`src/rtl/alu_pkg.sv`:
```
// Shared opcode map, FSM state encoding, flag bundle and overflow helper for alu_seq.
// Latency: n/a (declarations only).
// Backpressure: n/a.
package alu_pkg;

  // Opcode map; LTS/SAR only decode when ALU_SIGNED_OPS_EN is defined
  localparam logic [3:0] OP_ADD = 4'h0;
  localparam logic [3:0] OP_SUB = 4'h1;
  localparam logic [3:0] OP_AND = 4'h2;
  localparam logic [3:0] OP_OR  = 4'h3;
  localparam logic [3:0] OP_XOR = 4'h4;
  localparam logic [3:0] OP_EQ  = 4'h5;
  localparam logic [3:0] OP_GTU = 4'h6;
  localparam logic [3:0] OP_SHL = 4'h7;
  localparam logic [3:0] OP_SHR = 4'h8;
  localparam logic [3:0] OP_MUL = 4'h9;
  localparam logic [3:0] OP_ADC = 4'hA;
  localparam logic [3:0] OP_SBB = 4'hB;
  localparam logic [3:0] OP_LTS = 4'hC;
  localparam logic [3:0] OP_SAR = 4'hD;

  typedef enum logic [1:0] {
    ST_IDLE = 2'd0,
    ST_MUL  = 2'd1,
    ST_DONE = 2'd2
  } state_t;

  // Flag register contents, updated only when a result is produced
  typedef struct packed {
    logic zero;
    logic carry;
    logic negative;
    logic overflow;
  } flags_t;

  // Signed overflow from operand/result sign bits; subtraction flips the b-sign test
  function automatic logic calc_ovf(input logic is_sub, input logic a_msb,
                                    input logic b_msb, input logic r_msb);
    if (is_sub) return (a_msb != b_msb) && (r_msb != a_msb);
    return (a_msb == b_msb) && (r_msb != a_msb);
  endfunction

endpackage

```
`src/rtl/alu_seq_if.sv`:
```
// Operation/result handshake bundle between the sequencer (master) and alu_seq (slave).
// Latency: n/a (wiring only).
// Backpressure: in_valid/in_ready on the request side, out_valid/out_ready on the result side.
interface alu_seq_if #(
  parameter int WIDTH = 8,
  parameter int OPW   = 4
);

  logic             in_valid;
  logic             in_ready;
  logic [WIDTH-1:0] a;
  logic [WIDTH-1:0] b;
  logic [OPW-1:0]   op;
  logic             out_valid;
  logic             out_ready;
  logic [WIDTH-1:0] result;
  logic             zero;
  logic             carry;
  logic             negative;
  logic             overflow;
  logic             busy;

  modport master (
    output in_valid, a, b, op, out_ready,
    input  in_ready, out_valid, result, zero, carry, negative, overflow, busy
  );

  modport slave (
    input  in_valid, a, b, op, out_ready,
    output in_ready, out_valid, result, zero, carry, negative, overflow, busy
  );

endinterface

```
`src/rtl/alu_mul_seq.sv`:
```
// Unsigned shift-add multiplier producing the full 2*WIDTH-bit product.
// Latency: done pulses exactly WIDTH cycles after start; prod stays valid until the next start.
// Backpressure: none; the caller only pulses start when it can take the result.
module alu_mul_seq #(
  parameter int WIDTH = 8
) (
  input  logic               clk,
  input  logic               rst,
  input  logic               start,
  input  logic [WIDTH-1:0]   a,
  input  logic [WIDTH-1:0]   b,
  output logic               done,
  output logic [2*WIDTH-1:0] prod
);

  localparam int CW = $clog2(WIDTH);

  logic [2*WIDTH-1:0] acc;
  logic [2*WIDTH-1:0] mcand;
  logic [WIDTH-1:0]   mplier;
  logic [CW-1:0]      cnt;
  logic               run;

  // Bit 0 is folded in on the start edge so the remaining WIDTH-1 bits finish
  // in time for done to be seen on the WIDTH-th cycle.
  always_ff @(posedge clk) begin
    if (rst) begin
      acc    <= '0;
      mcand  <= '0;
      mplier <= '0;
      cnt    <= '0;
      run    <= 1'b0;
      done   <= 1'b0;
    end else begin
      done <= 1'b0;
      if (start) begin
        acc    <= b[0] ? {{WIDTH{1'b0}}, a} : '0;
        mcand  <= {{(WIDTH-1){1'b0}}, a, 1'b0};
        mplier <= {1'b0, b[WIDTH-1:1]};
        cnt    <= CW'(WIDTH - 1);
        run    <= 1'b1;
      end else if (run) begin
        if (mplier[0]) acc <= acc + mcand;
        mcand  <= mcand << 1;
        mplier <= mplier >> 1;
        cnt    <= cnt - 1'b1;
        if (cnt == CW'(1)) begin
          run  <= 1'b0;
          done <= 1'b1;
        end
      end
    end
  end

  assign prod = acc;

endmodule

```
`src/rtl/alu_seq.sv`:
```
// Registered ALU with persistent carry (ADC/SBB chains) and a multi-cycle multiply; optional LTS/SAR under ALU_SIGNED_OPS_EN.
// Latency: 1 cycle for single-cycle ops, WIDTH+1 cycles for MUL.
// Backpressure: result held until out_ready; in_ready follows out_ready in DONE so back-to-back ops sustain 1/cycle.
module alu_seq #(
  parameter int WIDTH = 8,
  parameter int OPW   = 4
) (
  input  logic     clk,
  input  logic     rst,
  alu_seq_if.slave bus
);

  import alu_pkg::*;

  state_t             state;
  flags_t             flags;
  logic [WIDTH-1:0]   result_q;
  logic               out_valid_q;
  logic               busy_q;

  logic               in_ready;
  logic               accept;
  logic               is_mul;
  logic [WIDTH-1:0]   opa;
  logic [WIDTH-1:0]   opb;

  logic [WIDTH:0]     sum;
  logic [WIDTH-1:0]   alu_res;
  logic               alu_c;
  logic               alu_v;

  logic               mul_done;
  logic [2*WIDTH-1:0] mul_prod;

  assign opa      = bus.a;
  assign opb      = bus.b;
  assign in_ready = (state == ST_IDLE) || ((state == ST_DONE) && bus.out_ready);
  assign accept   = bus.in_valid && in_ready;
  assign is_mul   = (bus.op == OPW'(OP_MUL));

  alu_mul_seq #(.WIDTH(WIDTH)) u_mul (
    .clk   (clk),
    .rst   (rst),
    .start (accept && is_mul),
    .a     (opa),
    .b     (opb),
    .done  (mul_done),
    .prod  (mul_prod)
  );

  // Single-cycle datapath: result, carry and overflow from the operands and the stored carry
  always_comb begin
    sum     = '0;
    alu_res = '0;
    alu_c   = 1'b0;
    alu_v   = 1'b0;
    case (bus.op)
      OPW'(OP_ADD): begin
        sum     = {1'b0, opa} + {1'b0, opb};
        alu_res = sum[WIDTH-1:0];
        alu_c   = sum[WIDTH];
        alu_v   = calc_ovf(1'b0, opa[WIDTH-1], opb[WIDTH-1], sum[WIDTH-1]);
      end
      OPW'(OP_SUB): begin
        sum     = {1'b0, opa} - {1'b0, opb};
        alu_res = sum[WIDTH-1:0];
        alu_c   = sum[WIDTH];
        alu_v   = calc_ovf(1'b1, opa[WIDTH-1], opb[WIDTH-1], sum[WIDTH-1]);
      end
      OPW'(OP_ADC): begin
        sum     = {1'b0, opa} + {1'b0, opb} + {{WIDTH{1'b0}}, flags.carry};
        alu_res = sum[WIDTH-1:0];
        alu_c   = sum[WIDTH];
        alu_v   = calc_ovf(1'b0, opa[WIDTH-1], opb[WIDTH-1], sum[WIDTH-1]);
      end
      OPW'(OP_SBB): begin
        // Bit WIDTH of the wrapped difference is the borrow
        sum     = {1'b0, opa} - {1'b0, opb} - {{WIDTH{1'b0}}, flags.carry};
        alu_res = sum[WIDTH-1:0];
        alu_c   = sum[WIDTH];
        alu_v   = calc_ovf(1'b1, opa[WIDTH-1], opb[WIDTH-1], sum[WIDTH-1]);
      end
      OPW'(OP_AND): alu_res = opa & opb;
      OPW'(OP_OR):  alu_res = opa | opb;
      OPW'(OP_XOR): alu_res = opa ^ opb;
      OPW'(OP_EQ):  alu_res = WIDTH'(opa == opb);
      OPW'(OP_GTU): alu_res = WIDTH'(opa > opb);
      OPW'(OP_SHL): begin
        alu_res = {opa[WIDTH-2:0], 1'b0};
        alu_c   = opa[WIDTH-1];
      end
      OPW'(OP_SHR): begin
        alu_res = {1'b0, opa[WIDTH-1:1]};
        alu_c   = opa[0];
      end
`ifdef ALU_SIGNED_OPS_EN
      OPW'(OP_LTS): alu_res = WIDTH'($signed(opa) < $signed(opb));
      OPW'(OP_SAR): begin
        alu_res = {opa[WIDTH-1], opa[WIDTH-1:1]};
        alu_c   = opa[0];
      end
`else
      // Signed ops not built: behave like any unassigned opcode
      OPW'(OP_LTS), OPW'(OP_SAR): ;
`endif
      // Multiply result comes from u_mul, not from this path
      OPW'(OP_MUL): ;
      default: ;
    endcase
  end

  // Handshake FSM plus result/flag registers; flags only move when a result is produced
  always_ff @(posedge clk) begin
    if (rst) begin
      state       <= ST_IDLE;
      result_q    <= '0;
      flags       <= '0;
      out_valid_q <= 1'b0;
      busy_q      <= 1'b0;
    end else begin
      case (state)
        ST_IDLE, ST_DONE: begin
          if (accept) begin
            if (is_mul) begin
              state       <= ST_MUL;
              busy_q      <= 1'b1;
              out_valid_q <= 1'b0;
            end else begin
              state       <= ST_DONE;
              out_valid_q <= 1'b1;
              result_q    <= alu_res;
              flags       <= '{zero:     (alu_res == '0),
                               carry:    alu_c,
                               negative: alu_res[WIDTH-1],
                               overflow: alu_v};
            end
          end else if ((state == ST_DONE) && bus.out_ready) begin
            state       <= ST_IDLE;
            out_valid_q <= 1'b0;
          end
        end
        ST_MUL: begin
          if (mul_done) begin
            state       <= ST_DONE;
            busy_q      <= 1'b0;
            out_valid_q <= 1'b1;
            result_q    <= mul_prod[WIDTH-1:0];
            flags       <= '{zero:     (mul_prod[WIDTH-1:0] == '0),
                             carry:    |mul_prod[2*WIDTH-1:WIDTH],
                             negative: mul_prod[WIDTH-1],
                             overflow: 1'b0};
          end
        end
        default: begin
          state       <= ST_IDLE;
          out_valid_q <= 1'b0;
          busy_q      <= 1'b0;
        end
      endcase
    end
  end

  assign bus.in_ready  = in_ready;
  assign bus.out_valid = out_valid_q;
  assign bus.result    = result_q;
  assign bus.zero      = flags.zero;
  assign bus.carry     = flags.carry;
  assign bus.negative  = flags.negative;
  assign bus.overflow  = flags.overflow;
  assign bus.busy      = busy_q;

endmodule

```
`src/flat_wrapper.sv`:
```
// flat-port wrapper written by rule: the top's interface ports become plain ports
module alu_seq_flat import alu_pkg::*;
#(
  parameter int WIDTH = 8,
  parameter int OPW   = 4
)
  (clk, rst, bus_in_valid, bus_a, bus_b, bus_op, bus_out_ready, bus_in_ready, bus_out_valid, bus_result, bus_zero, bus_carry, bus_negative, bus_overflow, bus_busy);
  alu_seq_if #(.WIDTH(WIDTH), .OPW(OPW)) bus_i ();
  input  logic clk;
  input  logic rst;
  input wire logic [$bits(bus_i.in_valid)-1:0] bus_in_valid;
  input wire logic [$bits(bus_i.a)-1:0] bus_a;
  input wire logic [$bits(bus_i.b)-1:0] bus_b;
  input wire logic [$bits(bus_i.op)-1:0] bus_op;
  input wire logic [$bits(bus_i.out_ready)-1:0] bus_out_ready;
  output wire logic [$bits(bus_i.in_ready)-1:0] bus_in_ready;
  output wire logic [$bits(bus_i.out_valid)-1:0] bus_out_valid;
  output wire logic [$bits(bus_i.result)-1:0] bus_result;
  output wire logic [$bits(bus_i.zero)-1:0] bus_zero;
  output wire logic [$bits(bus_i.carry)-1:0] bus_carry;
  output wire logic [$bits(bus_i.negative)-1:0] bus_negative;
  output wire logic [$bits(bus_i.overflow)-1:0] bus_overflow;
  output wire logic [$bits(bus_i.busy)-1:0] bus_busy;
  assign bus_i.in_valid = bus_in_valid;
  assign bus_i.a = bus_a;
  assign bus_i.b = bus_b;
  assign bus_i.op = bus_op;
  assign bus_i.out_ready = bus_out_ready;
  assign bus_in_ready = bus_i.in_ready;
  assign bus_out_valid = bus_i.out_valid;
  assign bus_result = bus_i.result;
  assign bus_zero = bus_i.zero;
  assign bus_carry = bus_i.carry;
  assign bus_negative = bus_i.negative;
  assign bus_overflow = bus_i.overflow;
  assign bus_busy = bus_i.busy;
  alu_seq #(.WIDTH(WIDTH), .OPW(OPW)) u_core (.clk(clk), .rst(rst), .bus(bus_i));
endmodule
```
`config.mk`:
```
export PLATFORM = sky130hd
export DESIGN_NAME = alu_seq_flat
export DESIGN_NICKNAME = d
export VERILOG_FILES = /design/src/rtl/alu_pkg.sv /design/src/rtl/alu_seq_if.sv /design/src/rtl/alu_mul_seq.sv /design/src/rtl/alu_seq.sv /design/src/flat_wrapper.sv
export SDC_FILE = /design/constraint.sdc
export NUM_CORES = 1
export LEC_CHECK = 0
export ABC_CLOCK_PERIOD_IN_PS = 3900
export CAP_MARGIN = 40
export CORE_UTILIZATION = 55
export DETAILED_ROUTE_END_ITERATION = 7
export PLACE_DENSITY_LB_ADDON = 0.15
export SYNTH_ARGS = -nofsm -noshare
export SYNTH_HDL_FRONTEND = slang
export SYNTH_HIERARCHICAL = 1
export SYNTH_SLANG_ARGS = --single-unit
```
`constraint.sdc`:
```
create_clock -name clk -period 3.9 [get_ports clk]
set_input_delay 0.585 -clock clk [delete_from_list [all_inputs] [get_ports clk]]
set_output_delay 0.585 -clock clk [all_outputs]
set_load 0.03 [all_outputs]
```
Word level (Yosys, flattened, before mapping)
Index checks and enable logic that the tools add are counted.
W data, S select, Z words.
{ "totals": {"output_inout_bits": 15, "regBits": 59, "word_cells": 120} }
{ "op_classes": {"muxes": 43, "addsub": 6, "n_reduce_logical": 25, "order_cmp": 1, "bitwise": 4, "eq_ne": 26} }
{ "ops": {"columns": ["operator", "count"], "rows": [
  ["$pmux W8 S11", 1],
  ["$mux W16", 3],
  ["$mux W8", 4],
  ["$mux W9", 2],
  ["$add A16 B16 Y16", 1],
  ["$eq A4 B3 Y1 const B", 4],
  ["$eq A4 B4 Y1 const B", 4],
  ["$logic_not A8 Y1", 2],
  ["$pmux W8 S2", 1],
  ["$mux W1", 15],
  ["$mux W7", 2],
  ["$mux W4", 3],
  ["$add A8 B8 Y9", 1],
  ["$add A9 B1 Y9", 1],
  ["$logic_and A1 B1 Y1", 9],
  ["$sub A8 B8 Y9", 1],
  ["$sub A9 B1 Y9", 1],
  ["$and A8 B8 Y8", 1],
  ["$eq A4 B2 Y1 const B", 2],
  ["$eq A8 B8 Y1", 1],
  ["$gt A8 B8 Y1", 1],
  ["$mux W2", 4],
  ["$or A8 B8 Y8", 1],
  ["$pmux W4 S2", 1],
  ["other kinds (27)", 39]
]} }

Longest topological paths before layout
Gate-level depths: netlist of the first run.
{ "depth": {"word_depth": 9, "ltp_mapped": 11, "mapped_depth_nobuf": 11} }

Cells and area by module
The synthesis of the first run kept the hierarchy.
{ "by_module_without_submodules": {"columns": ["mod", "cells_per_inst", "seq_area_each_um2", "instances", "area_per_inst_um2"], "rows": [
  ["alu_seq", 394, 280.3, 1, 2785.2],
  ["alu_mul_seq", 291, 860.8, 1, 2408.6]
]} }

Worst setup path before layout of the first run
OpenSTA, ideal clock, no wires.
{ "synth_timing": {"path_type": "input to register", "from": "in bus_a[0]", "to": "reg u_core.flags (netlist bit u_core/bus.negative)", "setup_ps": 87, "arrival_ps": 2922, "setup_slack_ps": 891, "stages": 11, "path_cell_list": "inv_1 > ha_1 > fa_1 > or2_1 > a2111oi_2 > a211oi_2 > or3_1 > xnor2_1 > o22ai_1 > nor3_1 > o31ai_1"} }
{ "synth_via": {"elab_chain_len": 6, "word_cells_on_any_way": 8, "classes_between": "4 x add/sub; 4 x mux"} }
{ "synth_rtl": {"columns": ["element", "line", "text"], "rows": [
  ["from (decl)", "flat_wrapper.sv:12", "input wire logic [$bits(bus_i.a)-1:0] bus_a;"],
  ["$sub A8 B8 Y9 / $add A8 B8 Y9 (equally long branches)", null, null],
  ["$sub A9 B1 Y9 / $add A9 B1 Y9 (equally long branches)", "alu_seq.sv:78, alu_seq.sv:71", null],
  ["$pmux W8 S11 *", "alu_seq.sv:57", "case (bus.op)"],
  ["$mux W4 *", "alu_seq.sv:124", "if (is_mul) begin"],
  ["$mux W4 *", "alu_seq.sv:123", "if (accept) begin"],
  ["$pmux W4 S2 *", "alu_seq.sv:121", "case (state)"],
  ["to (signal assigned)", "alu_seq.sv:132", "flags <= '{zero: (alu_res == '0),"],
  ["to (signal assigned)", "alu_seq.sv:148", "flags <= '{zero: (mul_prod[WIDTH-1:0] == '0),"],
  ["to (decl)", "alu_seq.sv:16", "flags_t flags;"]
]} }
Every way passes the cells marked *; elsewhere a longest branch is shown, timed or not. The select of a mux whose other input is x is not followed.
A chain may end at the register's enable or synchronous reset.

Worst setup path after layout of the first run
Same ends and word-level chain as after synthesis.

==> results of run 1 <==
## stage by stage
stage,util (%),hold slack [ps],instance area (um^2),std cells,setup WS [ps]
5_1_grt,64.9,497,5960,842,230
3_3_place_gp,62.7,445,5760,826,153
3_5_place_dp,62.7,451,5760,826,87.0
2_1_floorplan,-,452,5190,685,891
4_1_cts,64.9,462,5960,842,438
6_report,64.9,457,5960,842,399
## area by class of cell
type                       instances  area (um^2)
tap                              111          139
inverter                          38          143
multi-input combinational        554         3750
clock buffer                       9          124
sequential                        57         1140
clock inverter                     7         78.8
timing repair buffer              66          591
fill                             809         3230
## critical path: cells and delay by family
family | cells | cell delay [ps]
compound gates | 4 | 890
fa+ha+maj | 2 | 690
buf+inv | 2 | 640
simple gates | 3 | 800
xor+xnor | 1 | 150
## layer usage
layer / vias to the layer above / GRT usage (%) / wire, um
li1: 2543 / - / -
met1: 2559 / 45.1 / 7150
met2: 234 / 56.3 / 7800
met3: 57 / 4.78 / 1060
met4: 0 / 16.7 / 635
met5: - / 0 / 0
## sequential cells by signal, indices dropped and copies added (netlist names), 3 cells and up
register / cells
u_core/bus.result: 7
u_core/u_mul/mcand: 15
u_core/u_mul/cnt: 3
u_core/u_mul/mplier: 7
u_core/u_mul/prod: 16
## where the power goes
part	switching [mW]	internal, mW
clock network	0.286	0.299
registers	0.0118	0.595
logic	0.310	0.210
## path summary, 6_finish.rpt
| path | from | end | slack [ps] | cells past startpoint |
|---|---|---|---|---|
| worst max-delay path | bus_a[0] | u_core/bus.negative$_SDFFE_PP0P_ | 400 | 12 |
| worst min-delay path | u_core/bus.result[4]$_SDFFE_PP0P_ | u_core/bus.result[4]$_SDFFE_PP0P_ | 460 | 2 |
| worst max register to register | u_core/u_mul/prod[1]$_SDFFE_PP0P_ | u_core/u_mul/prod[15]$_SDFFE_PP0P_ | 1240 | 9 |
| worst min register to register | u_core/bus.result[4]$_SDFFE_PP0P_ | u_core/bus.result[4]$_SDFFE_PP0P_ | 460 | 2 |
## kinds of logic after synthesis
group | count (synthesis)
muxes | 27
buffers and inverters | 74
adders and majority gates | 48
and+or+nand+nor | 258
DFF | 57
AOI/OAI and AO/OA | 191
xor gates and xnor gates | 30
## placed cells by master (no fill, tap or decap), types with 8 or more instances in the layout
cell type,instances
sky130_fd_sc_hd__nor2_1,90
sky130_fd_sc_hd__a21oi_1,58
sky130_fd_sc_hd__dfxtp_1,57
sky130_fd_sc_hd__nand2_1,46
sky130_fd_sc_hd__ha_1,45
sky130_fd_sc_hd__clkdlybuf4s50_1,38
sky130_fd_sc_hd__inv_1,38
sky130_fd_sc_hd__buf_4,28
sky130_fd_sc_hd__mux2i_1,25
sky130_fd_sc_hd__o21ai_0,24
sky130_fd_sc_hd__xnor2_1,20
sky130_fd_sc_hd__nor3_1,20
sky130_fd_sc_hd__nand2b_1,15
sky130_fd_sc_hd__nand3_1,15
sky130_fd_sc_hd__nor2b_1,13
sky130_fd_sc_hd__a211oi_1,12
sky130_fd_sc_hd__nor4_1,11
sky130_fd_sc_hd__clkbuf_8,9
sky130_fd_sc_hd__a21o_1,9
sky130_fd_sc_hd__xor2_1,9
sky130_fd_sc_hd__or3_1,8
sky130_fd_sc_hd__o21a_1,8
sky130_fd_sc_hd__o211ai_1,8
==> flow_metrics.tcl, run 1 <==
set metrics [dict create \
    status "complete, no violations" \
    worst_setup_path_end_kind "flip-flop" \
    postRouteAntennaNets 0 \
    final_hold_viol_count 0 \
    dp_hpwl_mm 12.8 \
    slew_violations 0 \
    synth.ff_latch_count 57 \
    yosys-mux-area-fraction_pct 5.25 \
    number_of_antenna_violations_at_the_first_check_in_global_routing 0 \
    via_total_after_detailed_routing 5393 \
    htree_num_levels 3 \
    grt_start_max_net_pins 46 \
    number_of_instances_resized_during_post_cts_repair 0 \
    worstHoldPathType "flip-flop to flip-flop" \
    first_pass_grt_wire_length_mm 26.2 \
    setup_viol 0 \
    worstPathMaxFanout 4 \
    library_cell_contributing_the_largest_single_delay_on_the_critical_path "sky130_fd_sc_hd__clkdlybuf4s50_1" \
    route.detailed.drc 0 \
    arithmetic_cell_share_of_the_synthesized_area_counting_full_adders_half_adders_and_majority_gates_pct 12.0 \
    clk_transition_reported_paths_ps 80 \
    required_time_of_the_worst_setup_path_ps 4160 \
    unrepaired_setup_endpoints_after_global_routing "false" \
    post_synth_instance_area_um2 5190 \
    post_synth_inst_count 685 \
    achievable_freq_mhz 286 \
    synth_top_family_by_area "compound AO/OA/AOI/OAI gates" \
    cts.root.buffer_cell "sky130_fd_sc_hd__clkbuf_8" \
    synthesis.nets 757 \
    synth_area_leader_cell "sky130_fd_sc_hd__dfxtp_1" \
    first_iter_violations 371 \
    detailedRoute.firstPassIterationCount 5 \
    synth_simple_gate_area_share_pct 24.6 \
    synth.area.top_cells "sky130_fd_sc_hd__dfxtp_1 (22%), sky130_fd_sc_hd__ha_1 (11%), sky130_fd_sc_hd__nor2_1 (6.5%), sky130_fd_sc_hd__a21oi_1 (5.6%), sky130_fd_sc_hd__mux2i_1 (4.8%)" \
    ys_top_cells_by_count "sky130_fd_sc_hd__nor2_1 (90), sky130_fd_sc_hd__a21oi_1 (58), sky130_fd_sc_hd__dfxtp_1 (57)" \
    placeableCoreArea_um2 9200 \
    powerDensity_nw_per_um2 287 \
    final.setup_skew_ps 11.7 \
    post_cts_buffers 0 \
    worst_pin_slew_ps 662 \
    post_route_cells_drive_above_1_share_pct 8.89 \
    compound_cell_area_share_of_the_yosys_netlist_pct 25.2 \
    synth.lib_cells_used.distinct 77 \
    sequence_of_cells_on_the_critical_path "clkdlybuf4s50_1, inv_1, ha_1, fa_1, or2_1, a2111oi_2, a211oi_2, or3_1, xnor2_1, o22ai_1, nor3_1, o31ai_1" \
    maxCapViolations 0 \
    synth_sequential_area_ratio_pct 22.0 \
    fin_nets 798 \
    finalSetupTns_ps 0 \
    critical-path-max-stage-delay_ps 550 \
    worstSkewPairLatency_ps 350 \
    yosys.area_share.xor_xnor_pct 5.20 \
    cts_tree "built" \
    postSynth.asyncResetShare_pct 0 \
    chip_height_um 99.2 \
    globalRouteOverflowTotal 0 \
    antennaDiodeCount 0 \
    floorplan.initialDensity_pct 56.5 \
    cts_num_sinks 57 \
    design_power_total_mw 1.71 \
    arr_time_crit_path_ps 3760 \
    worst_ir_drop_vdd_mv 0.178 \
    cts_hold_buffers 0 \
    cellLeakagePower_nw 2.49 \
    worstSetupPathType "input pin to flip-flop" \
    yosys_warning_count 6 \
    finalWeightedCongestion 1.02 \
    areaGrowthSynthToFinish_pct 14.8 \
    startpoint_type "input pin" \
    io_pins 39 \
    routedWlPerCell_um 19.8 \
    first_global_vias 5030 \
    fp.dieArea_um2 9840 \
    dieWidth_um 99.2 \
    finalCriticalPeriod_ps 3500 \
    syn-mean-instance-area_um2 7.58 \
    synth_edf_count 0 \
    synth_ff_type "sky130_fd_sc_hd__dfxtp_1" \
    ctsLongestPathBuffers 2 \
    share_of_the_cycle_needed_by_the_critical_path_after_routing_pct 89.8 \
    placement_rows 35 \
    port_buffers 38 \
    netlist.area_leader.share_pct 22.0 \
    slew_headroom_pct 55.8 \
    post_drt_via_cell_ratio 6.40 \
    synth.most_common_cell "sky130_fd_sc_hd__nor2_1" \
    global_route.usage.total_pct 34.5 \
    clock_buffers_created_by_tritoncts 9 \
    postRouteWirelength_mm 16.6 \
]
(Power assumes the default switching activity.)
==> run 2: changes to the inputs <==
--- a/config.mk
+++ b/config.mk
@@ -9,6 +9,7 @@
 export CAP_MARGIN = 40
 export CORE_UTILIZATION = 55
 export DETAILED_ROUTE_END_ITERATION = 7
+export HOLD_SLACK_MARGIN = 0.15
 export PLACE_DENSITY_LB_ADDON = 0.15
 export SYNTH_ARGS = -nofsm -noshare
 export SYNTH_HDL_FRONTEND = slang
==> constraint.sdc (replaced) <==
create_clock -name clk -period 3.9 [get_ports clk]
set_input_delay 0.585 -clock clk [delete_from_list [all_inputs] [get_ports clk]]
set_output_delay 0.585 -clock clk [all_outputs]
set_load 0.05 [all_outputs]
==> results of run 2 <==
The final DEF is identical to that of run 1. Status: complete, no violations.
Among the figures that moved: total power 1.71 mW -> 1.73 mW
==> run 3: changes to the inputs <==
--- a/config.mk
+++ b/config.mk
@@ -8,6 +8,7 @@
 export ABC_CLOCK_PERIOD_IN_PS = 3900
 export CAP_MARGIN = 40
 export CORE_UTILIZATION = 55
+export CTS_BUF_LIST = sky130_fd_sc_hd__clkbuf_2
 export DETAILED_ROUTE_END_ITERATION = 7
 export HOLD_SLACK_MARGIN = 0.15
 export PLACE_DENSITY_LB_ADDON = 0.15
==> flow_metrics.tcl, run 3 (synthesis results as in run 1) <==
set metrics [dict create \
    flip_flop_count_of_the_largest_register_all_copies_and_words_added 16 \
    required_time_of_the_worst_setup_path_ps 4350 \
    cts.root.buffer_cell "sky130_fd_sc_hd__clkbuf_2" \
    cts_num_sinks 57 \
    fin_nets 798 \
    slew_violations 0 \
    globalRouteOverflowTotal 0 \
    ctsLongestPathBuffers 2 \
    first_iter_violations 421 \
    status "complete, no violations" \
    worstSetupPathType "input pin to flip-flop" \
    slew_headroom_pct 55.4 \
    cts_tree "built" \
    share_of_the_cycle_needed_by_the_critical_path_after_routing_pct 85.3 \
    port_buffers 38 \
    most_common_library_cell_in_the_layout_ignoring_fill_and_taps "sky130_fd_sc_hd__nor2_1" \
    finalCriticalPeriod_ps 3330 \
    number_of_instances_resized_during_post_cts_repair 0 \
    finalWeightedCongestion 1.02 \
    final_hold_viol_count 0 \
    worst_ir_drop_vdd_mv 0.203 \
    first_global_vias 5004 \
    antennaDiodeCount 0 \
    first_pass_grt_wire_length_mm 26.3 \
    maxCapViolations 0 \
    worst_pin_slew_ps 668 \
    detailedRoute.firstPassIterationCount 5 \
    cellLeakagePower_nw 2.46 \
    floorplan.initialDensity_pct 56.5 \
    placeableCoreArea_um2 9200 \
    worst_setup_path_end_kind "flip-flop" \
    regToRegSetupSlack_ps 1250 \
    grt_start_max_net_pins 46 \
    post_drt_via_cell_ratio 6.41 \
    dieWidth_um 99.2 \
    powerDensity_nw_per_um2 267 \
    finalSetupTns_ps 0 \
    route.detailed.drc 0 \
    number_of_antenna_violations_at_the_first_check_in_global_routing 0 \
    final.setup_skew_ps 28.9 \
    unrepaired_setup_endpoints_after_global_routing "false" \
    clk_transition_reported_paths_ps 210 \
    worst_slack_ps 573 \
    areaGrowthSynthToFinish_pct 13.3 \
    io_pins 39 \
    worstSkewPairLatency_ps 500 \
    htree_num_levels 3 \
    postRouteAntennaNets 0 \
    routedWlPerCell_um 19.7 \
    post_route_cells_drive_above_1_share_pct 8.89 \
    dp_hpwl_mm 12.8 \
    clock_buffers_created_by_tritoncts 9 \
    global_route.usage.total_pct 34.5 \
    worstPathMaxFanout 4 \
    chip_height_um 99.2 \
    fp.dieArea_um2 9840 \
    dp_worst_slack_ps 87.0 \
    setup_viol 0 \
    postRouteWirelength_mm 16.6 \
    dpl-instance-area_um2 5760 \
    startpoint_type "input pin" \
    arr_time_crit_path_ps 3780 \
    worstHoldPathType "flip-flop to flip-flop" \
    post_cts_buffers 0 \
    design_area_um2 5890 \
    mostFrequentLayoutCells "sky130_fd_sc_hd__nor2_1 (90), sky130_fd_sc_hd__a21oi_1 (58), sky130_fd_sc_hd__dfxtp_1 (57)" \
    placement_rows 35 \
    achievable_freq_mhz 301 \
    cts_hold_buffers 0 \
    via_total_after_detailed_routing 5399 \
]
-- run 3: metrics by stage --
stage,hold slack (ps),std cells,util (%),power (mW)
3_3_place_gp,445,826,62.7,1.14
5_1_grt,510,842,64.0,1.64
2_1_floorplan,452,685,-,0.957
4_1_cts,474,842,64.0,1.56
6_report,471,842,64.0,1.57
3_5_place_dp,451,826,62.7,1.14
-- run 3: worst paths after layout --
kind / depth (start not counted) / start / to
max: 11 / bus_a[0] / u_core/bus.overflow$_SDFFE_PP0P_
min: 2 / u_core/bus.result[4]$_SDFFE_PP0P_ / u_core/bus.result[4]$_SDFFE_PP0P_
max reg2reg: 9 / u_core/u_mul/prod[1]$_SDFFE_PP0P_ / u_core/u_mul/prod[15]$_SDFFE_PP0P_
min reg2reg: 2 / u_core/bus.result[4]$_SDFFE_PP0P_ / u_core/bus.result[4]$_SDFFE_PP0P_
-- run 3: worst max-delay path: stages --
cell,delay (ps)
sky130_fd_sc_hd__clkdlybuf4s50_1,550
sky130_fd_sc_hd__inv_1,90
sky130_fd_sc_hd__ha_1,260
sky130_fd_sc_hd__fa_1,430
sky130_fd_sc_hd__or2_1,280
sky130_fd_sc_hd__a2111oi_2,330
sky130_fd_sc_hd__a211oi_2,120
sky130_fd_sc_hd__or3_1,440
sky130_fd_sc_hd__o311ai_1,310
sky130_fd_sc_hd__o211ai_1,190
sky130_fd_sc_hd__a21oi_1,190
-- run 3: cell type report --
type | instances | area [um^2]
Fill cell | 820 | 3310
Multi-Input combinational cell | 554 | 3750
Inverter | 38 | 143
Sequential cell | 57 | 1140
Clock buffer | 9 | 45.0
Timing Repair Buffer | 66 | 591
Tap cell | 111 | 139
Clock inverter | 7 | 78.8
-- run 3: power breakdown --
group,switching (mW),internal [mW]
combinational,0.325,0.210
clock,0.274,0.151
sequential,0.0117,0.597
total,0.611,0.959
-- run 3: layer usage --
metal  part of all wire, %  global-route usage (%)  up-vias
li1                      -                       -     2549
met1                    42                    45.8     2577
met2                    48                    57.3      236
met3                   6.7                    4.99       37
met4                   2.7                    12.7        0
met5                     0                       0        -
